`config.mk`:
```
export PLATFORM = sky130hd
export DESIGN_NAME = button_conditioner
export DESIGN_NICKNAME = d
export VERILOG_FILES = /design/src/rtl/button_conditioner.sv
export SDC_FILE = /design/constraint.sdc
export NUM_CORES = 1
export LEC_CHECK = 0
export CORE_ASPECT_RATIO = 1.4
export CORE_MARGIN = 5
export CORE_UTILIZATION = 42
export CTS_CLUSTER_SIZE = 12
export DETAILED_ROUTE_END_ITERATION = 10
export PLACE_DENSITY = 0.65
export SYNTH_ARGS = -nofsm -noshare
export SYNTH_HDL_FRONTEND = slang
export SYNTH_SLANG_ARGS = --single-unit
```
`constraint.sdc`:
```
create_clock -name clk -period 2.7 [get_ports clk]
set_input_delay 0.27 -clock clk [delete_from_list [all_inputs] [get_ports clk]]
set_output_delay 0.27 -clock clk [all_outputs]
set_load 0.02 [all_outputs]
```
`src/rtl/button_conditioner.sv`:
```
// Two-button debouncer producing mutually exclusive single-cycle press strobes.
// Define BTN_SYNC_EN to add a second flop after each input register (two-flop synchronizer).

module button_debounce #(
  parameter int DEBOUNCE_CYCLES = 4,
  parameter int CNT_W           = $clog2(DEBOUNCE_CYCLES + 1)
) (
  input  logic clk,
  input  logic reset,
  input  logic i_s,
  output logic o_qualify
);

  typedef enum logic [1:0] {
    IDLE         = 2'd0,
    PRESS_WAIT   = 2'd1,
    HELD         = 2'd2,
    RELEASE_WAIT = 2'd3
  } state_t;

  localparam logic [CNT_W-1:0] CNT_MAX = CNT_W'(DEBOUNCE_CYCLES);
  localparam logic [CNT_W-1:0] CNT_ONE = CNT_W'(1);

  state_t           r_state;
  state_t           w_state_nxt;
  logic [CNT_W-1:0] r_cnt;
  logic [CNT_W-1:0] w_cnt_nxt;
  logic [CNT_W-1:0] w_cnt_inc;
  logic             w_qualify;

  // Saturating increment: the counter can never wrap past DEBOUNCE_CYCLES.
  assign w_cnt_inc = (r_cnt == CNT_MAX) ? r_cnt : r_cnt + CNT_ONE;

  // NOTE: every output of this block gets a default first so no path leaves a
  // signal unassigned, which would otherwise infer a latch.
  always_comb begin
    w_state_nxt = r_state;
    w_cnt_nxt   = r_cnt;
    w_qualify   = 1'b0;
    unique case (r_state)
      IDLE: begin
        if (i_s) begin
          if (CNT_ONE == CNT_MAX) begin
            w_state_nxt = HELD;
            w_cnt_nxt   = '0;
            w_qualify   = 1'b1;
          end else begin
            w_state_nxt = PRESS_WAIT;
            w_cnt_nxt   = CNT_ONE;
          end
        end
      end
      PRESS_WAIT: begin
        if (!i_s) begin
          w_state_nxt = IDLE;
          w_cnt_nxt   = '0;
        end else if (w_cnt_inc == CNT_MAX) begin
          w_state_nxt = HELD;
          w_cnt_nxt   = '0;
          w_qualify   = 1'b1;
        end else begin
          w_cnt_nxt = w_cnt_inc;
        end
      end
      HELD: begin
        if (!i_s) begin
          if (CNT_ONE == CNT_MAX) begin
            w_state_nxt = IDLE;
            w_cnt_nxt   = '0;
          end else begin
            w_state_nxt = RELEASE_WAIT;
            w_cnt_nxt   = CNT_ONE;
          end
        end
      end
      RELEASE_WAIT: begin
        if (i_s) begin
          w_state_nxt = HELD;
          w_cnt_nxt   = '0;
        end else if (w_cnt_inc == CNT_MAX) begin
          w_state_nxt = IDLE;
          w_cnt_nxt   = '0;
        end else begin
          w_cnt_nxt = w_cnt_inc;
        end
      end
      default: begin
        w_state_nxt = IDLE;
        w_cnt_nxt   = '0;
      end
    endcase
  end

  // NOTE: sequential state uses non-blocking assignments so every flop samples
  // the pre-edge values regardless of statement order.
  always_ff @(posedge clk) begin
    if (reset) begin
      r_state <= IDLE;
      r_cnt   <= '0;
    end else begin
      r_state <= w_state_nxt;
      r_cnt   <= w_cnt_nxt;
    end
  end

  assign o_qualify = w_qualify;

endmodule

module button_conditioner #(
  parameter int DEBOUNCE_CYCLES = 4,
  parameter int CNT_W           = $clog2(DEBOUNCE_CYCLES + 1)
) (
  input  logic clk,
  input  logic reset,
  input  logic raw0,
  input  logic raw1,
  output logic b0,
  output logic b1,
  output logic conflict
);

  logic [1:0] r_in;
  logic [1:0] w_s;
  logic       w_q0;
  logic       w_q1;
  logic       r_b0;
  logic       r_b1;
  logic       r_conflict;

`ifdef BTN_SYNC_EN
  logic [1:0] r_sync;

  always_ff @(posedge clk) begin
    if (reset) begin
      r_in   <= '0;
      r_sync <= '0;
    end else begin
      r_in   <= {raw1, raw0};
      r_sync <= r_in;
    end
  end

  assign w_s = r_sync;
`else
  always_ff @(posedge clk) begin
    if (reset) begin
      r_in <= '0;
    end else begin
      r_in <= {raw1, raw0};
    end
  end

  assign w_s = r_in;
`endif

  button_debounce #(
    .DEBOUNCE_CYCLES(DEBOUNCE_CYCLES),
    .CNT_W          (CNT_W)
  ) u_btn0 (
    .clk      (clk),
    .reset    (reset),
    .i_s      (w_s[0]),
    .o_qualify(w_q0)
  );

  button_debounce #(
    .DEBOUNCE_CYCLES(DEBOUNCE_CYCLES),
    .CNT_W          (CNT_W)
  ) u_btn1 (
    .clk      (clk),
    .reset    (reset),
    .i_s      (w_s[1]),
    .o_qualify(w_q1)
  );

  // Simultaneous qualification is ambiguous to the lock, so it is reported
  // instead of forwarded; both FSMs still move to HELD on their own.
  always_ff @(posedge clk) begin
    if (reset) begin
      r_b0       <= 1'b0;
      r_b1       <= 1'b0;
      r_conflict <= 1'b0;
    end else begin
      r_b0       <= w_q0 & ~w_q1;
      r_b1       <= w_q1 & ~w_q0;
      r_conflict <= w_q0 & w_q1;
    end
  end

  assign b0       = r_b0;
  assign b1       = r_b1;
  assign conflict = r_conflict;

endmodule

```
==> results_dict.tcl, run 1 <==
set metrics [dict create \
    clock_latency_ns 0.28 \
    first_pass_iters 4 \
    slew_violations 0 \
    routed-wl-met3_um 39 \
    nFillCells 166 \
    dpl_cell_area_sq_um 867 \
    hold_buffers 0 \
    ys_ff_latch 15 \
    cts_setup_buffers 0 \
    mostFrequentLayoutCells "15 x dfxtp_1, 7 x inv_1, 7 x nor2_1" \
    critPathCaptureType "register" \
    io-pin-count 7 \
    synth_area_leaders "dfxtp_1 39%, ha_1 6.4%, nand2b_1 4.0%, a21oi_1 3.9%, a311oi_4 3.4%" \
    cts.sinks 15 \
    die_height_um 60.9 \
    cts_tree "done" \
    r2r_slack_ns 0.72 \
    portBuffers 6 \
    r2r_start "u_btn0.r_cnt[0]$_SDFFE_PP0P_" \
    outcome "complete, no violations" \
    ys_warn_count 0 \
    grtUsageTotal_pct 11.8 \
    grt_pass1_wl_um 2400 \
    initial_core_util_pct 44.3 \
    slew_headroom_pct 71.3 \
    ir_worst_vdd_uv 305 \
    wl_met2_um 677 \
    vias_per_cell 5.17 \
    cts_buffers 3 \
    synth_area_leader_cell "dfxtp_1" \
    period_share_pct 73.2 \
    grt_overflow_total 0 \
    via_count 595 \
    ant_nets 0 \
    critical_path_arrival_ns 2.16 \
    skew_ns 0.00176 \
    hold_depth 2 \
    drc_errors 0 \
    gp_congestion 0.768 \
    tns_ns 0 \
    synth_area_per_cell_sq_um 9.16 \
    setup_viol 0 \
    crit_path_start_kind "register" \
    rr_worst_depth 6 \
    antenna_found_initial 0 \
    finalWirelength_um 1340 \
    diodes 0 \
    htreeDepth 1 \
    worstHoldEndpoint "u_btn0.r_cnt[1]$_SDFFE_PP0P_" \
    powerDensity_nw_per_um2 448 \
    area_growth_pct 15.0 \
    ctsLongestPathBuffers 2 \
    wl_per_cell_um 11.6 \
    multi_input_area_sq_um 448 \
    final-seq-area_sq_um 300 \
    dieArea_sq_um 2830 \
    nets 104 \
    final_common_cell "dfxtp_1" \
    finalCriticalPeriod_ns 1.98 \
    die_w_um 46.4 \
    root_buffer "clkbuf_4" \
    hp-class "reg -> reg" \
    drive_above_1_share_pct 9.47 \
    rsz0062_at_grt "false" \
    fmax_mhz 506 \
    tightest_slew_ns 0.428 \
    cellLeakagePower_uw 0.000300 \
    wl_met1_um 587 \
    core-area_sq_um 1760 \
    post_cts_resized 0 \
    ys_seq_area_share_pct 38.6 \
    syn_inst 85 \
    highest_layer "met4" \
    syn-num-nets 93 \
    crit_required_ns 2.88 \
    min_from "u_btn0.r_cnt[1]$_SDFFE_PP0P_" \
    path_class "reg -> reg" \
    hold_viol 0 \
    grt_pass1_vias 602 \
    netlist_area_sq_um 778 \
    grt_max_degree 15 \
    drt_iter0_drc 9 \
    finalInstanceArea_sq_um 895 \
    r2r_end "b1$_SDFF_PP0_" \
    netlist-cell-type-count 29 \
    synth_top_cell_area_share_pct 38.6 \
    core.rowCount 18 \
    path_max_fanout 5 \
    total_power_uw 400 \
    max_cap_viol_count 0 \
    hpwlAfterDp_um 1050 \
    clk_pin_slew_ns 0.09 \
]
## how the worst max path moves through the flow
stage | start | end | slack [ns]
global placement | u_btn0.r_cnt[0]$_SDFFE_PP0P_ | b1$_SDFF_PP0_ | 0.78
floorplan | u_btn0.r_cnt[0]$_SDFFE_PP0P_ | b1$_SDFF_PP0_ | 0.84
finish | u_btn0.r_cnt[0]$_SDFFE_PP0P_ | b1$_SDFF_PP0_ | 0.72
global route | u_btn0.r_cnt[0]$_SDFFE_PP0P_ | b0$_SDFF_PP0_ | 0.62
CTS | u_btn0.r_cnt[0]$_SDFFE_PP0P_ | b1$_SDFF_PP0_ | 0.73
detailed placement | u_btn0.r_cnt[0]$_SDFFE_PP0P_ | b1$_SDFF_PP0_ | 0.74
## cell usage after synthesis
cell	count
a31oi_1	2
clkbuf_1	1
nor3_2	1
o2111ai_1	1
nand4bb_1	1
nand2_1	3
a21oi_1	6
xnor2_1	3
o2bb2a_1	1
ha_1	4
nor2_1	7
or3b_1	1
or4_1	1
dfxtp_1	15
a311oi_4	1
nand3b_1	3
nand3b_2	1
nand2b_1	5
nor2b_1	4
inv_1	7
o21ai_0	3
nand3_1	4
nor3b_2	1
o311ai_0	1
mux2i_1	2
nor3_1	2
o21a_1	1
nor3b_1	1
xor2_1	2
## metal layers
layer | up-vias | global-route usage, %
met4 | 0 | 7.32
met5 | - | 0
met3 | 4 | 2.67
met2 | 8 | 21.5
met1 | 268 | 11.6
li1 | 315 | -
## worst max-delay path: stages (launching register included)
cell and delay, ns:
dfxtp_1 0.44, inv_1 0.11, ha_1 0.25, or3b_1 0.43
a311oi_4 0.34, nand3b_2 0.15, nor3b_1 0.16
## final cells by class
| type | instances | area share (%) |
|---|---|---|
| Tap cell | 20 | 2.80 |
| Clock buffer | 3 | 2.52 |
| Timing Repair Buffer | 7 | 7.55 |
| Inverter | 7 | 2.94 |
| Clock inverter | 1 | 0.559 |
| Sequential cell | 15 | 33.6 |
| Multi-Input combinational cell | 62 | 50.1 |
## kinds of logic after synthesis
family                     after synthesis  share of synthesized area [%]
muxes                                    2                           2.57
xor gates and xnor gates                 5                           5.63
buffers and inverters                    8                           3.86
DFF                                     15                           38.6
AOI/OAI and AO/OA                       16                           15.3
adders and majority gates                4                           6.43
and+or+nand+nor                         35                           27.7
## through the flow
stage	hold WS [ns]	std cells	worst slack, ns	util (%)
finish	0.503	115	0.724	50.9
global placement	0.481	111	0.779	49.4
detailed placement	0.501	111	0.738	49.4
CTS	0.512	115	0.729	50.9
floorplan	0.340	85	0.836	-
global route	0.524	115	0.619	50.9
## report_power, final
part           internal [uW]  switching (uW)
Clock                   55.1            71.1
Sequential               227            8.38
Combinational           19.0            20.2
Total                    301            99.6
Power figures use the tool's default switching activity.
==> inputs of run 2 (changes only) <==
==> constraint.sdc (replaced) <==
create_clock -name clk -period 2.1 [get_ports clk]
set_input_delay 0.21 -clock clk [delete_from_list [all_inputs] [get_ports clk]]
set_output_delay 0.21 -clock clk [all_outputs]
set_load 0.02 [all_outputs]
==> results_dict.tcl, run 2 (synthesis gave the netlist of run 1 again) <==
set metrics [dict create \
    outcome "complete, no violations" \
    gp_congestion 0.760 \
    met3_usage_pct 2.08 \
    period_share_pct 90.5 \
    r2r_start "u_btn0.r_cnt[0]$_SDFFE_PP0P_" \
    core.rowCount 18 \
    clock_latency_ns 0.29 \
    grtUsageMet1_pct 12.3 \
    startpoint "u_btn0.r_cnt[0]$_SDFFE_PP0P_" \
    path_max_fanout 5 \
    drc_errors 0 \
    grt_max_degree 11 \
    mostFrequentLayoutCells "14 x dfxtp_1, 7 x inv_1, 7 x nor2_1" \
    slew_headroom_pct 72.9 \
    hold_buffers 0 \
    critical_path_arrival_ns 2.07 \
    hpwlAfterDp_um 1030 \
    rsz0062_at_grt "false" \
    area_growth_pct 15.1 \
    setup_viol 0 \
    portBuffers 6 \
    critPathCaptureType "register" \
    die_w_um 46.4 \
    max_cap_viol_count 0 \
    antenna_found_initial 0 \
    tns_ns 0 \
    grt_pass1_wl_um 2380 \
    crit_path_start_kind "register" \
    slew_violations 0 \
    grt-busiest-layer "met2" \
    ctsLongestPathBuffers 2 \
    cp_num_buf_inv 1 \
    grt_overflow_total 0 \
    final_common_cell "dfxtp_1" \
    cellLeakagePower_uw 0.000301 \
    skew_ns 0.00525 \
    crit_required_ns 2.27 \
    finalCriticalPeriod_ns 1.90 \
    hp-class "in -> reg" \
    finalWirelength_um 1320 \
    via_count 602 \
    tightest_slew_ns 0.405 \
    cts.sinks 15 \
    whs_ns 0.462 \
    drt_iter0_drc 5 \
    diodes 0 \
    hold_viol 0 \
    grtUsageTotal_pct 12.1 \
    cts_buffers 3 \
    path_class "reg -> reg" \
    cts_tree "done" \
    wl_per_cell_um 11.4 \
    ant_nets 0 \
    drive_above_1_share_pct 10.5 \
    nets 104 \
    max_stage_delay_ns 0.43 \
    core-area_sq_um 1760 \
    fmax_mhz 526 \
    min_from "raw1" \
    dieArea_sq_um 2830 \
    cp_top_family "simple AND/OR/NAND/NOR gates" \
    first_pass_iters 3 \
    htreeDepth 1 \
    grt_util_met2_pct 19.7 \
    total_power_uw 516 \
    io-pin-count 7 \
    clk_pin_slew_ns 0.09 \
    die_height_um 60.9 \
    initial_core_util_pct 44.3 \
    cp_slowest_cell "or3b_1" \
    vias_per_cell 5.23 \
    grt_pass1_vias 602 \
    powerDensity_nw_per_um2 576 \
    ir_worst_vdd_uv 452 \
    root_buffer "clkbuf_4" \
    crit_chain "inv_1 -> ha_1 -> or3b_1 -> a311oi_4 -> nand3b_2 -> nor3b_1" \
]
## run 2: layout make-up
type,count,area (sq um)
fillers,165,861
multi-input cells,62,448
flip-flops and latches,15,302
repair buffers,7,67.6
inverters,7,26.3
well taps,20,25.0
clock buffers,3,22.5
clock inverters,1,5.00
## run 2: path summary, 6_finish.rpt
path | depth (start not counted) | end | slack (ns)
max | 6 | b1$_SDFF_PP0_ | 0.20
min | 2 | r_in[1]$_SDFF_PP0_ | 0.46
max reg2reg | 6 | b1$_SDFF_PP0_ | 0.20
min reg2reg | 2 | u_btn0.r_cnt[1]$_SDFFE_PP0P_ | 0.50
## run 2: metal layers
layer | vias up | wire length (um) | part of all wire (%)
met5 | - | 0 | 0
met4 | 0 | 51 | 3.9
met3 | 4 | 34 | 2.6
met2 | 7 | 681 | 52
met1 | 276 | 548 | 42
li1 | 315 | - | -
## run 2: timing repair
item                       CTS  global route
setup endpoints to repair    0             1
setup buffers                0             0
resized for setup            0             1
## run 2: power breakdown
part / switching (uW) / internal [uW] / total [uW]
logic: 25.1 / 24.3 / 49.4
registers: 11.0 / 292 / 303
clock network: 93.3 / 70.9 / 164
total: 129 / 387 / 516
## run 2: stage by stage
stage	util (%)	area (sq um)	setup WS [ns]	cells
3_5_place_dp	49.4	867	0.108	111
2_1_floorplan	-	778	0.236	85
4_1_cts	50.9	895	0.0967	115
6_report	51.0	896	0.199	115
3_3_place_gp	49.4	867	0.169	111
5_1_grt	51.0	896	0.0562	115
